--- config.mk ---
export PLATFORM = sky130hd
export DESIGN_NAME = rv32_fetch_stage
export DESIGN_NICKNAME = d
export VERILOG_FILES = /design/src/rtl/rv32_pkg.sv /design/src/rtl/rv32_fetch_buffer.sv /design/src/rtl/rv32_fetch_stage.sv
export SDC_FILE = /design/constraint.sdc
export NUM_CORES = 1
export LEC_CHECK = 0
export BUFFER_PORTS_ARGS = -buffer_cell sky130_fd_sc_hd__buf_2
export CAP_MARGIN = 20
export CORE_ASPECT_RATIO = 0.5
export CORE_MARGIN = 2
export CORE_UTILIZATION = 30
export CTS_BUF_LIST = sky130_fd_sc_hd__clkbuf_16
export CTS_CLUSTER_DIAMETER = 120
export DETAILED_ROUTE_END_ITERATION = 6
export PLACE_DENSITY = 0.49
export SYNTH_ARGS = -nofsm -noshare
export SYNTH_HDL_FRONTEND = slang
export SYNTH_HIERARCHICAL = 1
export SYNTH_SLANG_ARGS = --single-unit
--- constraint.sdc ---
create_clock -name clk -period 7.2 [get_ports clk]
set_input_delay 1.44 -clock clk [delete_from_list [all_inputs] [get_ports clk]]
set_output_delay 1.44 -clock clk [all_outputs]
set_load 0.005 [all_outputs]
--- src/rtl/rv32_pkg.sv ---
// rv32_pkg: shared RV32I types for the front end (instruction word, field view, fetch entry).
// Latency: n/a (types, constants and a pure combinational helper only).
// Backpressure: n/a.
package rv32_pkg;

  localparam logic [31:0] RV32_INST_BYTES = 32'd4;

  typedef logic [31:0] rv32_inst_t;

  typedef struct packed {
    logic [6:0] funct7;
    logic [4:0] rs2;
    logic [4:0] rs1;
    logic [2:0] funct3;
    logic [4:0] rd;
    logic [6:0] opcode;
  } rv32_fields_t;

  typedef struct packed {
    logic [31:0] pc;
    rv32_inst_t  inst;
  } rv32_fetch_entry_t;

  // R-type field view of a raw word; decode picks the fields it needs per opcode.
  function automatic rv32_fields_t rv32_get_fields(input rv32_inst_t inst);
    return rv32_fields_t'(inst);
  endfunction

endpackage

--- src/rtl/rv32_fetch_buffer.sv ---
// rv32_fetch_buffer: synchronous FIFO of {pc, inst} entries between fetch and decode.
// Latency: 1 cycle push-to-head; head is a plain array read at rd_ptr.
// Backpressure: none internally; the writer must only push when a slot is free (or popping).
// Ports: clk/rst (sync, active-high), flush (clears all entries, beats push/pop),
//        push/push_entry, pop, empty, head, count (entries held, for upstream credit).
module rv32_fetch_buffer
  import rv32_pkg::*;
#(
  parameter int DEPTH = 4
) (
  input  logic                   clk,
  input  logic                   rst,
  input  logic                   flush,
  input  logic                   push,
  input  rv32_fetch_entry_t      push_entry,
  input  logic                   pop,
  output logic                   empty,
  output rv32_fetch_entry_t      head,
  output logic [$clog2(DEPTH):0] count
);

  localparam int AW = $clog2(DEPTH);
  localparam logic [AW:0] FULL = (AW + 1)'(DEPTH);
  localparam logic [AW:0] ONE  = (AW + 1)'(1);

  rv32_fetch_entry_t mem [DEPTH];
  logic [AW-1:0]     wr_ptr, rd_ptr;
  logic              do_push, do_pop;

  assign empty   = (count == '0);
  assign head    = mem[rd_ptr];
  assign do_pop  = pop && !empty;
  // A push on a full buffer is only legal when the head leaves in the same cycle.
  assign do_push = push && ((count != FULL) || do_pop);

  always_ff @(posedge clk) begin
    if (rst || flush) begin
      wr_ptr <= '0;
      rd_ptr <= '0;
      count  <= '0;
    end else begin
      if (do_push) wr_ptr <= wr_ptr + 1'b1;
      if (do_pop)  rd_ptr <= rd_ptr + 1'b1;
      unique case ({do_push, do_pop})
        2'b10:   count <= count + ONE;
        2'b01:   count <= count - ONE;
        default: count <= count;
      endcase
    end
  end

  // Storage needs no reset: an entry is only visible after it has been written.
  always_ff @(posedge clk) begin
    if (do_push && !flush && !rst) mem[wr_ptr] <= push_entry;
  end

endmodule

--- src/rtl/rv32_fetch_stage.sv ---
// rv32_fetch_stage: in-order RV32I fetch; owns the PC, tracks in-flight reads, drops stale ones.
// Latency: memory response to out_valid is 1 cycle minimum (registered buffer, no bypass).
// Backpressure: out_ready low fills the buffer; requests stop once in-flight + buffered hits depth.
// Ports: clk/rst (sync, active-high); mem_req_* word request (valid/ready); mem_resp_* in-order
//        responses (never stalled); redirect_* new PC; out_* {pc, inst} to decode (valid/ready).
module rv32_fetch_stage
  import rv32_pkg::*;
#(
  parameter logic [31:0] RESET_ADDR      = 32'h0000_0000,
  parameter int          FIFO_DEPTH      = 4,
  parameter int          MAX_OUTSTANDING = 4
) (
  input  logic        clk,
  input  logic        rst,
  output logic        mem_req_valid,
  input  logic        mem_req_ready,
  output logic [31:0] mem_req_addr,
  input  logic        mem_resp_valid,
  output logic        mem_resp_ready,
  input  logic [31:0] mem_resp_data,
  input  logic        redirect_valid,
  input  logic [31:0] redirect_pc,
  output logic        out_valid,
  input  logic        out_ready,
  output logic [31:0] out_pc,
  output logic [31:0] out_inst
);

  localparam int OW = $clog2(MAX_OUTSTANDING + 1);
  localparam int CW = $clog2(FIFO_DEPTH) + 1;
  localparam int SW = ((OW > CW) ? OW : CW) + 1;
  localparam logic [OW-1:0] MAX_OS = OW'(MAX_OUTSTANDING);
  localparam logic [SW-1:0] DEPTH  = SW'(FIFO_DEPTH);

  logic [31:0]       pc, resp_pc, redirect_aligned;
  logic [OW-1:0]     outstanding, discard;
  logic [CW-1:0]     buf_count;
  logic [SW-1:0]     live_sum;
  logic              buf_empty;
  rv32_fetch_entry_t buf_head, push_entry;
  logic              req_fire, resp_fire, drop, push, pop;
  logic              unused_ok;

  assign unused_ok        = &{1'b0, redirect_pc[1:0]};
  assign redirect_aligned = {redirect_pc[31:2], 2'b00};
  assign mem_resp_ready   = 1'b1;
  assign resp_fire        = mem_resp_valid;

  // Responses that will actually land in the buffer plus what is already there;
  // keeping this below depth means every accepted response has a slot waiting.
  assign live_sum      = SW'(outstanding) - SW'(discard) + SW'(buf_count);
  assign mem_req_valid = !rst && !redirect_valid && (outstanding < MAX_OS) && (live_sum < DEPTH);
  assign mem_req_addr  = pc;
  assign req_fire      = mem_req_valid && mem_req_ready;

  assign drop       = resp_fire && (discard != '0);
  assign push       = resp_fire && !drop && !redirect_valid;
  assign pop        = !buf_empty && out_ready && !redirect_valid;
  assign push_entry = {resp_pc, mem_resp_data};

  always_ff @(posedge clk) begin
    if (rst) begin
      pc          <= RESET_ADDR;
      resp_pc     <= RESET_ADDR;
      outstanding <= '0;
      discard     <= '0;
    end else if (redirect_valid) begin
      // Every response still owed by memory belongs to the old stream.
      pc          <= redirect_aligned;
      resp_pc     <= redirect_aligned;
      outstanding <= outstanding - OW'(resp_fire);
      discard     <= outstanding - OW'(resp_fire);
    end else begin
      if (req_fire) pc <= pc + RV32_INST_BYTES;
      if (push)     resp_pc <= resp_pc + RV32_INST_BYTES;
      if (drop)     discard <= discard - OW'(1);
      unique case ({req_fire, resp_fire})
        2'b10:   outstanding <= outstanding + OW'(1);
        2'b01:   outstanding <= outstanding - OW'(1);
        default: outstanding <= outstanding;
      endcase
    end
  end

  // A response with nothing in flight means the memory broke ordering or invented data.
  always_ff @(posedge clk) begin
    if (!rst && mem_resp_valid) assert (outstanding != '0);
  end

  rv32_fetch_buffer #(.DEPTH(FIFO_DEPTH)) u_buf (
    .clk        (clk),
    .rst        (rst),
    .flush      (redirect_valid),
    .push       (push),
    .push_entry (push_entry),
    .pop        (pop),
    .empty      (buf_empty),
    .head       (buf_head),
    .count      (buf_count)
  );

  assign out_valid = !buf_empty;
  assign out_pc    = buf_head.pc;
  assign out_inst  = buf_head.inst;

endmodule

==> flow_summary.ini, run 1 <==
[outcome]
outcome = finished clean

[place]
place_inst = 1628
gp_congestion = 0.775
port_buffers = 163
hpwl_um = 21100
placed_area_um2 = 15300

[clock_network]
cts_made_buffers = 35
cts_max_level = 2
cts_setup_buffers = 0
cts_resized = 0
root_buffer = clkbuf_16
cts_buffer_depth = 3
clkSinkCount = 331
ctsHoldBuffers = 0
cts_tree = built
cts.clk_slew.worst_paths_ns = 0.07
clk_latency_ns = 0.52

[sta]
period_share_pct = 59.7
worst_pin_slew_ns = 1.04
final.setup.tns_ns = 0
min_period_ns = 4.30
finalMaxSlewViolations = 0
max_freq_mhz = 233
rsz0062_at_grt = no
hold_viol_final = 0
setup_violations = 0
slew_headroom_pct = 30.9
skew_ns = 0.0157

[detailed_routing]
viasPerCell = 4.94
vias = 8378
totalWireLength_um = 33400
ant_nets = 0
wl_per_cell_um = 19.7
drtIter0Drc = 434
drc = 0
drt-pass1-iter-count = 4

[worst_setup_path]
worstPathArrival_ns = 2.86
timing.rr.start = u_buf/count[1]
cp.required_ns = 5.76
end_kind = output pin
regToRegEndpoint = outstanding[2]
crit_fanout = 42
worst-setup-path-type = input port to output pin
crit_chain = buf_2 -> or3_2 -> a21oi_1 -> buf_2
rr_worst_depth = 12
cp_slowest_cell = or3_2
max_stage_delay_ns = 0.58
start_kind = input port
crit_path_frequent_cell = buf_2
reg2reg_setup_slack_ns = 3.39

[hold_path]
hold_path_depth = 2
hp-class = flop to flop
hp-start = outstanding[1]
hold_end = outstanding[1]

[floorplan]
num_rows = 55
dieArea_um2 = 48000
core_um2 = 45400
start_util_pct = 30.5
fp.dieW_um = 308
io_pins = 169
die_y_um = 156

[global_route]
grt_pass1_vias = 8811
grt_pass1_wl_um = 50800
grt.overflow.total = 0
antenna_found_initial = 4
grt_usage_pct = 13.9
grt_max_degree = 77

[final_layout]
stdcell_area_um2 = 16400
final_nets = 1154
fin_cells = 1695
seqCellArea_um2 = 9190
multi_input_area_um2 = 4350
n_fill_cell = 4360
synthToLayoutAreaGrowth_pct = 18.6
drive_gt1_share_pct = 28.3

[power]
power_density_nw_per_um2 = 254
peakVddDrop_v = 0.000127
leakage_uw = 0.00554
power_uw = 4170

[synthesis]
ys_seq_area_share_pct = 66.3
syn_area_per_cell_um2 = 15.4
syn_inst = 901
synth_top_area_share_pct = 55.5
synthDistinctLibCells = 68
synth_flop_cell = edfxtp_1
async_flop_share_pct = 0
synth_top_area_cell = edfxtp_1
yosys_warnings = 6
synth_edf_count = 256
synth_area_um2 = 13900
ys_seq_elements = 331
synthTopCellsByArea = edfxtp_1 (55%), dfxtp_1 (11%), mux4_2 (10%)

[job]
maxCapViolCount = 0
## routing by layer
metal	vias up	wire (um)	global-route usage (%)
met5	-	0	0
met4	0	1000	5.46
met3	57	1470	3.10
met2	163	17100	24.7
met1	4288	13800	16.4
li1	3870	-	-
## state kept, by name, indices dropped and copies added (netlist names), named ones only
register and flops:
u_buf/count 3, u_buf/mem 256, mem_req_addr 30, outstanding 3, u_buf/rd_ptr 2, discard 3
u_buf/wr_ptr 2, resp_pc 30
## metrics by stage
| stage | util [%] | hold slack, ns | setup WS (ns) |
|---|---|---|---|
| 2_1_floorplan | - | 0.469 | 2.24 |
| 3_3_place_gp | 33.6 | 0.506 | 2.93 |
| 3_5_place_dp | 33.6 | 0.519 | 2.94 |
| 4_1_cts | 36.2 | 0.528 | 2.75 |
| 5_1_grt | 36.2 | 0.564 | 2.63 |
| 6_report | 36.2 | 0.528 | 2.90 |
## critical path: cells and delay by family
family | cells | cell delay, ns
compound gates | 1 | 0.28
buf+inv | 2 | 0.54
simple gates | 1 | 0.58
## power breakdown
part           switching (uW)  internal (uW)  leakage [uW]
sequential               50.6           2090       0.00295
combinational             129           90.6       0.00199
clock                     733           1080      0.000594
total                     912           3260       0.00554
## how the worst max path moves through the flow
stage,cells past startpoint,start,slack (ns),to
2_1_floorplan,9,redirect_valid,2.24,u_buf/mem[0][0]
3_3_place_gp,4,redirect_valid,2.93,mem_req_valid
3_5_place_dp,4,redirect_valid,2.94,mem_req_valid
4_1_cts,3,flop,2.75,out_inst[21]
5_1_grt,3,flop,2.63,out_inst[21]
6_report,4,redirect_valid,2.90,mem_req_valid
## cell usage in the layout, fill, tap and decap left out, drive strengths merged, types with 8 or more instances in the layout
cell / count
edfxtp: 256
buf: 172
dfxtp: 75
mux4: 64
nand2: 54
clkbuf: 37
nor2: 36
inv: 34
nand3: 32
xnor2: 30
a21oi: 25
a211oi: 23
nand4: 20
a21boi: 19
and3: 17
xor2: 15
o21ai: 15
clkinv: 14
nor3: 13
ha: 13
o21a: 11
conb: 11
or4: 10
a31oi: 8
## area by class of cell
type,instances,share of cell area (%)
antenna,4,0.0609
clock inverter,26,1.38
sequential,331,55.9
multi-input combinational,501,26.5
clock buffer,37,5.63
inverter,26,0.594
tap,598,4.55
timing repair buffer,172,5.38
## cell families after synthesis
kind of cell	count (synthesis)	synth area share, %
compound gates	142	7.27
xor+xnor	45	2.84
fa+ha+maj	17	1.75
buf+inv	78	2.62
flops	331	66.3
mux	67	10.6
other cells	2	0.0542
simple gates	219	8.56
## cells in the mapped netlist (3+ instances only)
cell type,count
edfxtp_1,256
dfxtp_1,75
mux4_2,64
nand2_1,54
nor2_1,35
nand3_1,31
xnor2_1,30
clkbuf_1,26
inv_1,26
a21oi_1,25
a211oi_1,23
nand4_1,20
a21boi_0,19
and3_1,16
xor2_1,15
buf_2,14
o21ai_0,14
ha_1,13
nor3_1,13
o21a_1,11
or4_1,10
a31oi_1,7
and4_1,7
o221ai_1,7
o311ai_0,6
buf_6,5
nor4_1,5
buf_4,4
fa_1,4
o211ai_1,4
o31a_1,4
or3_1,4
and2_1,3
buf_1,3
mux2i_1,3
nand2b_1,3
o22ai_1,3
or2_2,3
No activity file was read; power rests on OpenSTA's default activity.
==> run 2, diff against run 1 <==
Settings changed: ABC_AREA set to 1.
Clock period 7.2 ns to 4.4 ns, I/O delays scaled along.
==> run 2 against run 1 <==
Effect of this change:
- setup slack worse by 2.0 ns
- wire length up 19%
- synthesized area up 5.8%
- clock-buffer cell count down 1
- sequential power up 64%
- sequential cell count unchanged
- utilization down 0.60 points
- synthesized cell count up 60%
- non-clock buffer count up 5
- via count up 27%
- critical path type is now flop to output pin
==> flow_summary.ini, run 2 <==
[final_layout]
largest-register = u_buf/mem
n_fill_cell = 4905
postLayoutCoreUtil_pct = 35.6
drive_gt1_share_pct = 16.2
synthToLayoutAreaGrowth_pct = 17.5
layout_commonest_cell = nand2_1
largest_reg_flops = 256
final_nets = 1688
antennaDiodeCount = 0
most-common-layout-cells = nand2_1 (261), edfxtp_1 (256), nor2_1 (193)
fin_cells = 2274

[detailed_routing]
drt-pass1-iter-count = 4
totalWireLength_um = 39600
wl_per_cell_um = 17.4
drtIter0Drc = 641
ant_nets = 0
vias = 10700
viasPerCell = 4.70
drc = 0

[sta]
rsz0062_at_grt = no
slew_headroom_pct = 29.4
whs_ns = 0.464
skew_ns = 0.0197
worst_pin_slew_ns = 1.06
period_share_pct = 80.2
finalMaxSlewViolations = 0
hold_viol_final = 0
layout_setup_ws_ns = 0.870
min_period_ns = 3.53
max_freq_mhz = 283
setup_violations = 0

[clock_network]
cts_setup_buffers = 0
root_buffer = clkbuf_16
ctsHoldBuffers = 0
cts_tree = built
cts.clk_slew.worst_paths_ns = 0.06
cts_made_buffers = 35
cts_buffer_depth = 3
cts_max_level = 2
clkSinkCount = 331
clk_latency_ns = 0.53
cts_resized = 0

[synthesis]
synthDistinctLibCells = 46
yosys_warnings = 6
syn_area_per_cell_um2 = 10.2
syn_inst = 1445
synthTopCellsByArea = edfxtp_1 (52%), dfxtp_1 (10%), nand2_1 (6.7%)
ys_seq_area_share_pct = 62.6
synth_top_area_share_pct = 52.4
synth_edf_count = 256
synth_top_area_cell = edfxtp_1
synthTopCellsByCount = nand2_1 (261), edfxtp_1 (256), nor2_1 (197)
ys_seq_elements = 331
async_flop_share_pct = 0
synth_flop_cell = edfxtp_1
synth_area_um2 = 14700
yosysMostFrequentCell = nand2_1

[floorplan]
dieArea_um2 = 50800
io_pins = 169
start_util_pct = 30.3
core_um2 = 48400
die_y_um = 160
fp.dieW_um = 317
num_rows = 57

[place]
hpwl_um = 24800
place_inst = 2213
dp_slack_ns = 1.12
gp_congestion = 0.852
port_buffers = 163

[worst_setup_path]
crit_family = buffers and inverters
start_kind = flop
cp_slowest_cell = buf_4
end_kind = output pin
cp_num_buf_inv = 2
worstPathArrival_ns = 2.65
worst-setup-path-type = flop to output pin
crit_chain = buf_4 -> o21ai_0 -> o22ai_1 -> buf_2
crit_fanout = 82
max_stage_delay_ns = 0.77
cp.required_ns = 3.52

[global_route]
grt.overflow.total = 0
grt_usage_pct = 15.5
grt_pass1_vias = 10500
grt_pass1_wl_um = 60500
grt_max_degree = 83
antenna_found_initial = 0

[job]
maxCapViolCount = 0

[outcome]
outcome = finished clean

[power]
power_density_nw_per_um2 = 395
peakVddDrop_v = 0.000211
leakage_uw = 0.00637

[hold_path]
hp-class = flop to flop
run 2: cell count changes after synthesis, sizes merged, moves of 16 or more:
cell	change
nand3	+22
and3	-17
a31oi	+23
mux4	-64
a21boi	-17
nor2	+172
a211oi	-21
nor3	+16
inv	+91
o21ai	+147
xnor2	-23
o22ai	+62
nand2	+211
run 2: power by group:
part | switching, uW | internal (uW)
Combinational | 259 | 145
Sequential | 90.8 | 3430
Clock | 1210 | 1670
Total | 1560 | 5240
run 2: worst reg2reg max path: stages (launching register included):
cell and delay, ns:
dfxtp_1 0.32, inv_1 0.10, fa_1 0.55, inv_1 0.04
ha_1 0.30, nand2_1 0.07, inv_1 0.04, nand2_1 0.07
nand2_1 0.05, nand2_1 0.07, nand2_2 0.08, nand3_4 0.20
nand2_2 0.12, fa_1 0.39, xor2_1 0.17, nand3b_1 0.13
nand3_1 0.08, a21oi_1 0.14
run 2: per-layer routing:
layer | routed length [um] | share of wire [%] | GRT usage (%)
met1 | 17900 | 45 | 20.0
met2 | 19300 | 49 | 26.5
met3 | 1370 | 3.5 | 2.54
met4 | 1110 | 2.8 | 4.91
met5 | 0 | 0 | 0
run 2: cells by family after synthesis:
group / count (synthesis) / synth area share [%]
buf+inv: 185 / 5.95
xor+xnor: 31 / 1.85
flops: 331 / 62.6
compound gates: 303 / 11.4
other cells: 2 / 0.0512
simple gates: 576 / 16.5
fa+ha+maj: 17 / 1.65
run 2: through the flow:
stage          total power (uW)  cell area (um2)  TNS [ns]
2_1_floorplan              3810            14700   -154.40
3_3_place_gp               3990            16100         0
3_5_place_dp               3990            16100         0
4_1_cts                    6890            17200         0
5_1_grt                    7070            17200         0
6_report                   6800            17200         0
run 2: worst paths after layout:
path                            cells after the start        endpoint  slack (ns)            start
worst max-delay path                                4     out_inst[5]        0.87             flop
worst min-delay path                                2            flop        0.46  u_buf/rd_ptr[1]
worst max register to register                     17  outstanding[2]        1.42   outstanding[1]
worst min register to register                      2            flop        0.46  u_buf/rd_ptr[1]
run 2: layout make-up:
class,count,area (um2),share of cell area [%]
inverter,118,448,2.60
multi-input combinational,938,4670,27.1
clock inverter,25,209,1.21
sequential,331,9190,53.4
timing repair buffer,177,996,5.78
tap,649,812,4.71
clock buffer,36,901,5.23
